## config.mk

```make
export PLATFORM = sky130hd
export DESIGN_NAME = psr_cond_unit
export DESIGN_NICKNAME = d
export VERILOG_FILES = /design/src/rtl/psr_cond_unit.sv
export SDC_FILE = /design/constraint.sdc
export NUM_CORES = 1
export LEC_CHECK = 0
export ABC_AREA = 1
export CAP_MARGIN = 40
export CORE_ASPECT_RATIO = 0.9
export CORE_MARGIN = 4
export CORE_UTILIZATION = 40
export CTS_CLUSTER_DIAMETER = 50
export CTS_CLUSTER_SIZE = 40
export DETAILED_ROUTE_END_ITERATION = 10
export DONT_BUFFER_PORTS = 1
export SYNTH_ARGS = -nofsm -noshare
export SYNTH_HDL_FRONTEND = slang
export SYNTH_SLANG_ARGS = --single-unit
export TNS_END_PERCENT = 100
```

## constraint.sdc

```tcl
create_clock -name clk -period 3.36 [get_ports clk]
set_input_delay 0 -clock clk [delete_from_list [all_inputs] [get_ports clk]]
set_output_delay 0 -clock clk [all_outputs]
set_load 0.01 [all_outputs]
```

## src/rtl/psr_cond_unit.sv

```systemverilog
// Processor status register with masked ALU flag merge, LPR load, and a
// one-cycle-latency condition evaluator for Bcond/Jcond/Scond.
module psr_cond_unit #(
  parameter int WIDTH = 16,
  parameter int PSR_W = 6
) (
  input  logic             clk,
  input  logic             reset,
  input  logic [PSR_W-1:0] alu_flags,
  input  logic             flag_we,
  input  logic [PSR_W-1:0] flag_mask,
  input  logic             psr_ld,
  input  logic [WIDTH-1:0] psr_wdata,
  input  logic             cond_req,
  input  logic [3:0]       cond,
  output logic [PSR_W-1:0] psr,
  output logic [WIDTH-1:0] psr_rdata,
  output logic             cond_valid,
  output logic             cond_true,
  output logic [WIDTH-1:0] scond_val
);

  typedef enum logic [3:0] {
    CC_EQ = 4'd0,  CC_NE = 4'd1,  CC_CS = 4'd2,  CC_CC = 4'd3,
    CC_HI = 4'd4,  CC_LS = 4'd5,  CC_GT = 4'd6,  CC_LE = 4'd7,
    CC_FS = 4'd8,  CC_FC = 4'd9,  CC_LO = 4'd10, CC_HS = 4'd11,
    CC_LT = 4'd12, CC_GE = 4'd13, CC_UC = 4'd14, CC_NV = 4'd15
  } cond_e;

  localparam int N_BIT = 4;
  localparam int Z_BIT = 3;
  localparam int L_BIT = 2;
  localparam int F_BIT = 1;
  localparam int C_BIT = 0;

  logic [PSR_W-1:0] psr_next;
  logic             hit;
  logic             unused_wdata;

  assign unused_wdata = ^psr_wdata[WIDTH-1:PSR_W];

  // The value psr will take at this edge; conditions see it directly so a
  // compare and a branch can issue back to back.
  always_comb begin
    psr_next = psr;
    if (psr_ld)
      psr_next = psr_wdata[PSR_W-1:0];
    else if (flag_we)
      psr_next = (psr & ~flag_mask) | (alu_flags & flag_mask);
    psr_next[PSR_W-1] = 1'b0;
  end

  always_comb begin
    hit = 1'b0;
    case (cond_e'(cond))
      CC_EQ: hit =  psr_next[Z_BIT];
      CC_NE: hit = ~psr_next[Z_BIT];
      CC_CS: hit =  psr_next[C_BIT];
      CC_CC: hit = ~psr_next[C_BIT];
      CC_HI: hit =  psr_next[L_BIT];
      CC_LS: hit = ~psr_next[L_BIT];
      CC_GT: hit =  psr_next[N_BIT];
      CC_LE: hit = ~psr_next[N_BIT];
      CC_FS: hit =  psr_next[F_BIT];
      CC_FC: hit = ~psr_next[F_BIT];
      CC_LO: hit = ~psr_next[L_BIT] & ~psr_next[Z_BIT];
      CC_HS: hit =  psr_next[L_BIT] |  psr_next[Z_BIT];
      CC_LT: hit = ~psr_next[N_BIT] & ~psr_next[Z_BIT];
      CC_GE: hit =  psr_next[N_BIT] |  psr_next[Z_BIT];
      CC_UC: hit = 1'b1;
      default: hit = 1'b0;
    endcase
  end

  always_ff @(posedge clk) begin
    if (reset) begin
      psr        <= '0;
      cond_valid <= 1'b0;
      cond_true  <= 1'b0;
      scond_val  <= '0;
    end else begin
      psr        <= psr_next;
      cond_valid <= cond_req;
      if (cond_req) begin
        cond_true <= hit;
        scond_val <= {{(WIDTH-1){1'b0}}, hit};
      end
    end
  end

  assign psr_rdata = {{(WIDTH-PSR_W){1'b0}}, psr};

endmodule
```

## Word level (Yosys, flattened, before mapping)

Index checks and enable logic that the tools add are counted.

| storage, ports and cells | value |
|---|---|
| register bits | 7 |
| bits in latches | 0 |
| bits in writable memories | 0 |
| bits in read-only memories | 0 |
| input bits | 37 |
| word-level logic and storage cells | 34 |
| memories | 0 |

| cells by class | value |
|---|---|
| add/subtract/negate cells | 0 |
| multipliers | 0 |
| divide/modulo/power cells | 0 |
| order comparisons | 0 |
| equal/unequal tests | 14 |
| shift operators | 0 |
| muxes and demuxes | 3 |
| bitwise operators | 13 |
| reduce and logical (&&, ||, !) cells | 1 |

Operators with widths:

| operator | count |
|---|---|
| == test 4 bit (second input constant) | 7 |
| == test 4 x 3 -> 1 bit (second input constant) | 4 |
| case mux 1 bit (15 select lines) | 1 |
| bitwise AND 5 bit | 2 |
| 2-to-1 mux 5 bit | 2 |
| == test 4 x 2 -> 1 bit (second input constant) | 2 |
| inverter 1 bit | 5 |
| inverter 5 bit | 1 |
| OR 5 bit | 1 |
| == test 4 x 1 -> 1 bit (second input constant) | 1 |
| zero test 4 bit | 1 |
| bitwise AND 1 bit | 2 |
| OR 1 bit | 2 |

## Logic depth before layout (Yosys ltp)

Gate-level depths: netlist of the first run.

| depth | value |
|---|---|
| depth in word-level cells | 8 |
| depth in mapped cells | 11 |

## Worst setup path after synthesis of the first run

Ideal clock, no wire load.

| timing | value |
|---|---|
| kind | register to register |
| start point | reg psr[4] |
| end point | reg scond_val[0] |
| data arrival time | 1048 ps |
| required time | 3240 ps |
| slack | 2193 ps |
| stages on the path, launching flop included | 10 |
| buffers on the path | 0 |
| period minus slack after synthesis | 1167 ps |
| cells stage by stage | dfxtp_1 inv_1 nand2_2 nand3_2 nand3_1 nand2_1 a21oi_2 nand3_1 o21bai_1 a21oi_1 |

| between the ends | value |
|---|---|
| cells in the longest elaborated chain, start to end | 7 |
| elaborated cells on any way between the ends | 8 |
| those cells by class | mux (3); bitwise (5) |

RTL lines:

| item | RTL line | RTL |
|---|---|---|
| from (decl) | 16 | `output logic [PSR_W-1:0] psr,` |
| from (signal assigned) | 82 | `psr <= psr_next;` |
| bitwise AND 5 bit | 49 | `psr_next = (psr & ~flag_mask) \| (alu_flags & flag_mask);` |
| OR 5 bit | 49 |  |
| 2-to-1 mux 5 bit * | 48 | `else if (flag_we)` |
| 2-to-1 mux 5 bit * | 46 | `if (psr_ld)` |
| inverter 1 bit | 63, 68 |  |
| bitwise AND 1 bit | 68 | `CC_LT: hit = ~psr_next[N_BIT] & ~psr_next[Z_BIT];` |
| case mux 1 bit (15 select lines) * | 55 | `case (cond_e'(cond))` |
| to (signal assigned) | 86 | `scond_val <= {{(WIDTH-1){1'b0}}, hit};` |
| to (decl) | 20 | `output logic [WIDTH-1:0] scond_val` |

Every way passes the cells marked *; elsewhere a longest branch is shown, timed or not.
A chain may end at the register's enable or synchronous reset.

## Final worst setup path of the first run

| timing | value |
|---|---|
| start point | reg psr[2] |
| end point | reg scond_val[0] |

| between the ends | value |
|---|---|
| cells in the longest elaborated chain, start to end | 7 |
| elaborated cells on any way between the ends | 8 |
| those cells by class | mux (3); bitwise (5) |

RTL lines:

| item | RTL line | RTL |
|---|---|---|
| bitwise AND 5 bit | 49 |  |
| OR 5 bit | 49 |  |
| 2-to-1 mux 5 bit * | 48 |  |
| 2-to-1 mux 5 bit * | 46 |  |
| inverter 1 bit | 61, 66 |  |
| bitwise AND 1 bit | 66 | `CC_LO: hit = ~psr_next[L_BIT] & ~psr_next[Z_BIT];` |
| case mux 1 bit (15 select lines) * | 55 |  |

Marks and branches as above.

==> results of run 1 <==
[power groups by stage]
| stage | clock, W | sequential (W) | combinational, W |
|---|---|---|---|
| after global placement | 0 | 0.000101 | 0.0000616 |
| after floorplan | 0 | 0.0000970 | 0.0000907 |
| after global routing | 0.0000869 | 0.000100 | 0.0000844 |
| final | 0.0000785 | 0.0000992 | 0.0000738 |
| after detailed placement | 0 | 0.000101 | 0.0000626 |
| after CTS | 0.0000799 | 0.0000995 | 0.0000727 |
[tightest hold or removal path: cells and delay by family]
kind / cells / cell delay (ps)
AND/OR/NAND/NOR: 1 / 100
buffers and inverters: 1 / 50
AO/OA/AOI/OAI: 1 / 60
[metal layers]
layer	global-route usage, %	part of all wire [%]
met1	13.99	41
met2	20.91	46
met3	2.978	10
met4	8.108	1.7
met5	0	0
[cells in the final DEF, fill, tap and decap left out]
| master | synthesis | layout |
|---|---|---|
| nor2_1 | 6 | 6 |
| a21oi_1 | 6 | 6 |
| dlygate4sd3_1 | 0 | 8 |
| inv_1 | 17 | 17 |
| a21oi_2 | 1 | 1 |
| nand2_1 | 35 | 35 |
| nand2_2 | 5 | 5 |
| nand3_2 | 4 | 4 |
| nand3_1 | 19 | 19 |
| inv_2 | 3 | 3 |
| dfxtp_1 | 7 | 7 |
| nor2_2 | 2 | 2 |
| clkbuf_4 | 0 | 3 |
| o21ai_0 | 1 | 1 |
| conb_1 | 1 | 27 |
| o21bai_1 | 1 | 1 |
| clkbuf_1 | 0 | 1 |
[stage by stage]
step	hold slack, ps	worst slack, ps	total power (W)
6_report	10.74	1430	0.0002515
3_5_place_dp	72.46	1998	0.0001640
3_3_place_gp	70.92	2014	0.0001627
2_1_floorplan	69.07	2193	0.0001877
5_1_grt	27.50	1263	0.0002716
4_1_cts	5.523	1441	0.0002522
[state kept, by name, indices dropped and copies added (netlist names)]
| register | flops |
|---|---|
| psr | 5 |
| scond_val | 1 |
| cond_valid | 1 |
[area by class of cell]
class | instances | area [um^2] | share of cell area (%)
Clock buffer | 4 | 26.28 | 3.134
Timing Repair Buffer | 8 | 80.08 | 9.552
Multi-Input combinational cell | 107 | 485.5 | 57.91
Tap cell | 25 | 31.28 | 3.731
Sequential cell | 7 | 140.1 | 16.72
Inverter | 20 | 75.07 | 8.955
[final timing paths]
check,from,end,slack (ps),depth (start not counted)
worst min register to register,psr[1],psr[1],710,4
worst min-delay path,psr_ld,psr[1],10,3
worst max-delay path,psr[2],scond_val[0],1430,10
worst max register to register,psr[2],scond_val[0],1430,10
[repair_timing]
| item | in CTS | in global routing |
|---|---|---|
| endpoints found under the setup margin | 0 | 0 |
| hold buffers | 8 | 0 |
| hold endpoints to repair | 7 | 0 |
[cell families after synthesis]
group | after synthesis | share of synthesized area [%]
other | 1 | 0.4350
DFF | 7 | 16.25
and+or+nand+nor | 71 | 38.61
AOI/OAI and AO/OA | 9 | 5.951
buffers and inverters | 54 | 38.75
==> results.md, run 1 <==
- Synth Cell Area: 862.1 um^2
- Worst Skew: 0.3671 ps
- Worst Setup Start Kind: flip-flop
- Leading area contributor after synthesis: buf_4
- H-tree levels: 1
- Gate power share: 29.3%
- Commonest cells in the netlist: nand2_1, buf_4, nand3_1, inv_1, dfxtp_1
- Non-Filler Instances: 171
- Max-Cap Viols: 0
- Critical path data arrival time: 2070 ps
- Ys async rst share: 0%
- DP Area: 732.0 um^2
- Clock share of power: 31.2%
- Pwr dens: 300.1 nW/um^2
- Share of cells above drive strength 1: 12.33%
- Most frequent CP cell: nand3_1
- Synthesized area per cell: 6.071 um^2
- Post-synth EDFFs: 0
- Delay-heaviest family, CP: buffers and inverters
- Critical path endpoint category: flip-flop
- # setup viols final: 0
- PortBufs: 0
- WL final: 1781 um
- Req. time, crit path: 3500 ps
- Switching share of power: 36.37%
- CP max FO: 4
- Post-CTS Resized: 0
- Register bit total from synthesis: 7
- Fin util: 42.14%
- Hold Path Class: in -> reg
- Synth area leaders: buf_4, dfxtp_1, nand2_1
- Gate Count Post-Synth: 142
- Min cycle time layout: 1930 ps
- Drc violations: 0
- Final #Nets: 184
- Post-synthesis sequential area ratio: 16.26%
- Via count: 733
- Slowest-stage cell, CP: dlygate4sd3_1
- FP Rows: 15
- Final Hold Fails: 0
- Peak supply drop: 120.5 uV
- Worst path cell trace: inv_1 > nand2_2 > nand3_2 > nand3_1 > nand2_1 > a21oi_2 > nand3_1 > o21bai_1 > a21oi_1 > dlygate4sd3_1
- Synth warn: 0
- Status: complete, no violations
- Routed vias/inst: 4.287
- Die H: 52.04 um
- Number of antenna diodes: 0
- Root Driver: clkbuf_4
- GRT Total Usage: 12.42%
- Leakage: 0.4764 nW
- Ports: 77
- Fillers: 208
- Post-route cell area: 838.3 um^2
- Final ANT Viol Nets: 0
- Congestion Overflow GR: 0
- Net Sw Power: 0.00009149 W
- Pin count of the biggest net entering global routing: 11
- Primary FF master, synth: dfxtp_1
- Placed Cells: 159
- Post-DP HPWL: 1481 um
- Buf+Inv Stages, Crit Path: 2
- GPL Wtd Cong: 0.8381
- DR WL/cell: 10.42 um
- Initial antenna violation count: 0
- Die Footprint: 2963 um^2
- Flop pwr share: 39.4%
- Die width: 56.94 um
- Final Max Tran Viols: 0
- Vias in the first global route: 676
- Max frequency: 518.1 MHz
- Fin Setup TNS: 0 ps
- Share of the synthesized area in the top cell type: 28.74%
- CTS buffer count: 3
- Drt first pass iters: 4
- Slowest Stage Delay on Critical Path: 560 ps
- CTS tree: done
- Initial core utilization: 43.33%
- Reg clk slew, reported paths: 50 ps
- Sink Count: 7
- Wire length of the first global-routing pass: 2829 um
- RSZ-0062 raised after global routing: false
- Clk_lat worst skew: 260 ps
- Crit Path Class: reg -> reg
- Distinct cell type count after synthesis: 16
- Area Growth Syn to Fin: -2.758%
- Clock Path Buffers: 2
- Int Pwr: 0.0001600 W
- Iteration-0 DRC Markers: 45
- Most instantiated library cell after synthesis: nand2_1
- Post-CTS setup buffer count: 0
- Crit share post-route: 57.44%
- Core Box Area: 1989 um^2
Power figures use the tool's default switching activity.
==> inputs of run 2 (changes only) <==
--- a/config.mk
+++ b/config.mk
@@ -5,7 +5,7 @@
 export SDC_FILE = /design/constraint.sdc
 export NUM_CORES = 1
 export LEC_CHECK = 0
-export ABC_AREA = 1
+export ABC_AREA = 0
 export CAP_MARGIN = 40
 export CORE_ASPECT_RATIO = 0.9
 export CORE_MARGIN = 4
==> constraint.sdc (replaced) <==
create_clock -name clk -period 1.7 [get_ports clk]
set_input_delay 0 -clock clk [delete_from_list [all_inputs] [get_ports clk]]
set_output_delay 0 -clock clk [all_outputs]
set_load 0.01 [all_outputs]
==> run 2 against run 1 <==
Net effect:
- synthesized cell count down 28%
- wire length is 9.1% lower
- global-route usage down 0.95 points
- combinational power increased by 120%
- maximum frequency is 21% higher
- die area fell by 4.1%
- utilization is 0.65 points lower
- clock skew rose by 3.3 ps
- critical path depth down 3
- sequential share of layout area rose by 0.91 points
==> results.md, run 2 <==
- Vias in the first global route: 552
- Core Box Area: 1933 um^2
- Post-synthesis sequential area ratio: 17.07%
- Crit share post-route: 93.67%
- Synth Area in Adders: 0%
- Critical path endpoint category: flip-flop
- Footprint of the multi-input gates: 520.5 um^2
- Fin Setup TNS: 0 ps
- Die Footprint: 2842 um^2
- Commonest cells in the netlist: buf_4, nand2_1, dfxtp_1, nor2_1, or2b_1
- Initial core utilization: 42.46%
- Die H: 50.98 um
- Met3 Use GR: 6.313%
- Die width: 55.75 um
- Crit Path Class: reg -> reg
- Multiplexer area fraction after synthesis: 2.896%
- RSZ-0062 raised after global routing: false
- Critical path data arrival time: 1760 ps
- Post-synthesis compound-gate area fraction: 21.80%
- Primary FF master, synth: dfxtp_1
- R2R Path End: scond_val[0]
- Synth warn: 0
- DR WL/cell: 12.65 um
- Met1 Use GR: 12.76%
- Final #Nets: 141
- Post-DP HPWL: 1234 um
- Ports: 77
- Register bit total from synthesis: 7
- Leakage: 0.3620 nW
- Synth Cell Area: 820.8 um^2
- Fillers: 198
- PortBufs: 0
- Congestion Overflow GR: 0
- Final ANT Viol Nets: 0
- Hold Startpoint: cond_req
- Worst Reg-to-Reg Cells: 7
- Register with the most flip-flops: psr
- Iteration-0 DRC Markers: 10
- Min cycle time layout: 1592 ps
- Worst Setup Start Kind: flip-flop
- Reg clk slew, reported paths: 50 ps
- Post-synthesis simple-gate area fraction: 20.27%
- Delay-heaviest family, CP: compound AO/OA/AOI/OAI gates
- CP Launch Point: psr[3]
- Req. time, crit path: 1870 ps
- Share of the synthesized area in the top cell type: 30.18%
- Peak supply drop: 321.8 uV
- Hold Path Stages: 3
- Worst path cell trace: a21boi_2 > o31ai_2 > buf_4 > or4_4 > a21oi_4 > a2111oi_2 > a211oi_2
- Initial antenna violation count: 0
- R2r startpoint: psr[3]
- CTS buffer count: 3
- Commonest cells after routing, fill and taps aside: conb_1, nand2_1, nor2_1, dfxtp_1, buf_4
- Pwr dens: 620.1 nW/um^2
- Gate Count Post-Synth: 102
- Post-synth EDFFs: 0
- GR peak layer: met2
- # setup viols final: 0
- Drt first pass iters: 4
- Distinct cell type count after synthesis: 35
- Max-Cap Viols: 0
- Largest family of logic cells by synthesized area: buffers and inverters
- Final Hold Fails: 0
- FP Rows: 15
- GRT Total Usage: 11.47%
- Max frequency: 628.0 MHz
- Hold Path Class: in -> reg
- Clk_lat worst skew: 250 ps
- Slowest-stage cell, CP: or4_4
- Status: complete, no violations
- H-tree levels: 1
- Largest registers: psr (5), cond_valid (1), scond_val (1)
- CP max FO: 6
- Synth area leaders: buf_4, dfxtp_1, or2b_1
- Root Driver: clkbuf_4
- Area Growth Syn to Fin: -2.287%
- Storage element area: 141.4 um^2
- Max reg flops: 5
- Ys async rst share: 0%
- Final Max Tran Viols: 0
- Slowest Stage Delay on Critical Path: 430 ps
- Wire length of the first global-routing pass: 2601 um
- Routed vias/inst: 4.695
- Via count: 601
- Worst hold endpoint: scond_val[0]
- Drc violations: 0
- Worst hold slack: 9.622 ps
- WL final: 1619 um
- GPL Wtd Cong: 0.7560
- Synthesized area per cell: 8.047 um^2
- Most instantiated library cell after synthesis: buf_4
- Flop-to-flop setup slack: 110 ps
- CTS tree: done
- Xor/xnor share of the synthesized area: 2.134%
- Leading area contributor after synthesis: buf_4
- Sink Count: 7
- Share of cells above drive strength 1: 22.33%
- Buf+Inv Stages, Crit Path: 1
- Clock Path Buffers: 2
- Number of antenna diodes: 0
- Worst Skew: 3.625 ps
- Pin count of the biggest net entering global routing: 12
- Commonest non-fill, non-tap cell in the layout: conb_1
- Met2 Resource Use GR: 19.29%
[run 2: cell count changes after synthesis, sizes merged, moves of 3 or more]
cell / previous run / this run
nand2: 40 / 8
nand3: 23 / 2
inv: 20 / 2
a21oi: 7 / 1
or2b: 0 / 5
a21boi: 0 / 3
and3: 0 / 3
o31ai: 0 / 3
[run 2: cell type report]
cell class / count / share of cell area [%]
Multi-Input combinational cell: 81 / 64.90
Sequential cell: 7 / 17.63
Timing Repair Buffer: 9 / 9.360
Tap cell: 25 / 3.900
Clock buffer: 4 / 3.276
Inverter: 2 / 0.9360
[run 2: repair_timing]
action | in CTS | in global routing
endpoints found under the hold margin | 7 | 0
setup endpoints to repair | 0 | 1
gates resized for setup | 0 | 7
buffers inserted | 0 | 0
hold buffers | 3 | 0
[run 2: kinds of logic after synthesis]
family | Yosys count
AO/OA/AOI/OAI | 19
XOR/XNOR | 2
buffers and inverters | 40
flip-flops | 7
multiplexers | 2
other | 1
AND/OR/NAND/NOR | 31
[run 2: routing by layer]
metal | vias up | routed length [um]
met4 | 0 | 10
met3 | 3 | 240
met5 | - | 0
met2 | 38 | 748
li1 | 293 | -
met1 | 267 | 620
[run 2: worst max path at each step]
| stage | to | slack, ps | cells past startpoint |
|---|---|---|---|
| global route | scond_val[0] | 10 | 7 |
| detailed placement | scond_val[0] | 60 | 6 |
| CTS | scond_val[0] | 50 | 7 |
| global placement | scond_val[0] | 80 | 6 |
| floorplan | scond_val[0] | 100 | 6 |
| finish | scond_val[0] | 110 | 7 |
[run 2: power by group]
group          leakage, nW  switching (W)  internal, W
sequential          0.0585      0.0000101     0.000178
combinational        0.289      0.0000911    0.0000704
clock               0.0150      0.0000589    0.0000894
total                0.362       0.000160     0.000337
[run 2: metrics by stage]
stage | power [W] | cells | utilization (%) | worst slack [ps] | instance area, um^2
finish | 0.0004973 | 128 | 41.49 | 107.7 | 802.0
global route | 0.0005327 | 128 | 41.49 | 12.49 | 802.0
global placement | 0.0003325 | 121 | 36.83 | 83.40 | 711.9
CTS | 0.0004976 | 128 | 39.74 | 50.00 | 768.2
floorplan | 0.0003847 | 128 | - | 103.1 | 918.4
detailed placement | 0.0003351 | 121 | 36.83 | 60.13 | 711.9
[run 2: worst min-delay path, stage by stage]
cell	delay, ps
nand2_1	30
o22ai_1	130
a211oi_2	50
==> inputs of run 3 (changes only) <==
--- a/config.mk
+++ b/config.mk
@@ -14,6 +14,7 @@
 export CTS_CLUSTER_SIZE = 40
 export DETAILED_ROUTE_END_ITERATION = 10
 export DONT_BUFFER_PORTS = 1
+export RECOVER_POWER = 50
 export SYNTH_ARGS = -nofsm -noshare
 export SYNTH_HDL_FRONTEND = slang
 export SYNTH_SLANG_ARGS = --single-unit
==> run 3 against run 2 <==
Net effect:
- sequential power is essentially flat
- utilization shrank 0.78 points
- total power down 1.3%
- maximum frequency grew 0.21%
- worst hold slack barely moved
- register-to-register slack about the same
- wire length shrank 0.12%
- count of clock-buffer cells in the layout unchanged
- combinational power shrank 4%
- non-clock buffer count stayed put
- worst setup slack better by 3.4 ps
- critical path type unchanged
==> results.md, run 3 (synthesis gave the netlist of run 2 again) <==
- R2r startpoint: psr[3]
- Critical path data arrival time: 1760 ps
- Die Footprint: 2842 um^2
- Clock Path Buffers: 2
- WL final: 1617 um
- Commonest non-fill, non-tap cell in the layout: conb_1
- Drc violations: 0
- Final Hold Fails: 0
- Sink Count: 7
- Pin count of the biggest net entering global routing: 12
- Core Box Area: 1933 um^2
- Crit share post-route: 93.47%
- Critical path endpoint category: flip-flop
- Drt first pass iters: 4
- Placed Cells: 121
- Post-CTS setup buffer count: 0
- Routed vias/inst: 4.711
- GPL Wtd Cong: 0.7560
- DP Worst Slack: 60.13 ps
- Design Power: 0.0004911 W
- Fillers: 200
- Max-Cap Viols: 0
- Final ANT Viol Nets: 0
- RSZ-0062 raised after global routing: false
- Worst Skew: 3.638 ps
- Vias in the first global route: 552
- H-tree levels: 1
- DR WL/cell: 12.63 um
- Hold Startpoint: cond_req
- Ports: 77
- Worst hold slack: 9.561 ps
- Final #Nets: 141
- Leakage: 0.3462 nW
- Worst Reg-to-Reg Cells: 7
- Area Growth Syn to Fin: -4.116%
- Initial core utilization: 42.46%
- Via count: 603
- Pwr dens: 624.0 nW/um^2
- Die H: 50.98 um
- CTS tree: done
- CP max FO: 6
- Post-DP HPWL: 1234 um
- Req. time, crit path: 1870 ps
- CTS buffer count: 3
- Register with the most flip-flops: psr
- Iteration-0 DRC Markers: 10
- FP Rows: 15
- # setup viols final: 0
- Crit Path Class: reg -> reg
- Hold Path Class: in -> reg
- PortBufs: 0
- Fin Setup TNS: 0 ps
- Final Max Tran Viols: 0
- Initial antenna violation count: 0
- Worst hold endpoint: scond_val[0]
- Flop-to-flop setup slack: 110 ps
- Share of cells above drive strength 1: 18.45%
- R2R Path End: scond_val[0]
- Root Driver: clkbuf_4
- Largest registers: psr (5), cond_valid (1), scond_val (1)
- Reg clk slew, reported paths: 50 ps
- Clk_lat worst skew: 250 ps
- Worst Setup Start Kind: flip-flop
- Status: complete, no violations
- Setup WS post-layout: 111.0 ps
- Commonest cells after routing, fill and taps aside: conb_1, nand2_1, nor2_1, dfxtp_1
- Non-Filler Instances: 128
- Wire length of the first global-routing pass: 2601 um
- Die width: 55.75 um
- Hold Path Stages: 3
- Congestion Overflow GR: 0
- Max frequency: 629.3 MHz
- Min cycle time layout: 1589 ps
- Number of antenna diodes: 0
- Peak supply drop: 312.7 uV
- GRT Total Usage: 11.47%
- Max reg flops: 5
==> run 3: changes by cell type in the layout (fill, tap and decap cells not counted) <==
cell	change
buf_4	-4
clkbuf_1	+4
==> run 3: metal layers <==
layer	routed length [um]	track usage (%)	vias up
li1	-	-	294
met1	626	12.76	267
met2	746	19.29	39
met3	234	6.313	3
met4	10	2.429	0
met5	0	0	-
==> run 3: stage by stage <==
| step | instance area [um^2] | util (%) |
|---|---|---|
| 2_1_floorplan | 918.4 | - |
| 3_3_place_gp | 711.9 | 36.83 |
| 4_1_cts | 768.2 | 39.74 |
| 6_report | 787.0 | 40.71 |
| 3_5_place_dp | 711.9 | 36.83 |
| 5_1_grt | 787.0 | 40.71 |
==> run 3: timing repair <==
item,4_1_cts,5_1_grt
setup endpoints to repair,0,1
hold buffers,3,0
endpoints found under the hold margin,7,0
resized for setup,0,7
==> run 3: worst max-delay path by stage <==
stage,from,end,slack [ps]
after global placement,psr[0],scond_val[0],80
final,psr[3],scond_val[0],110
after floorplan,psr[0],scond_val[0],100
after detailed placement,psr[0],scond_val[0],60
after CTS,psr[3],scond_val[0],50
after global routing,psr[3],scond_val[0],20
==> run 3: where the power goes <==
part           switching, W  internal [W]  leakage [nW]
registers        0.00000983      0.000177        0.0585
logic             0.0000910     0.0000645         0.273
clock network     0.0000589     0.0000894        0.0150
total              0.000160      0.000331         0.346
==> run 3: cell type report <==
cell class,count,area [um^2],area share (%)
clock buffers,4,26.28,3.339
multi-input cells,81,520.5,66.14
well taps,25,31.28,3.975
flip-flops and latches,7,141.4,17.97
inverters,2,7.507,0.9539
repair buffers,9,60.06,7.631
==> run 3: worst max-delay path, stage by stage (launching register included) <==
cell	delay (ps)
dfxtp_2	320
a21boi_2	150
o31ai_2	70
buf_4	150
or4_4	430
a21oi_4	130
a2111oi_2	50
a211oi_2	210
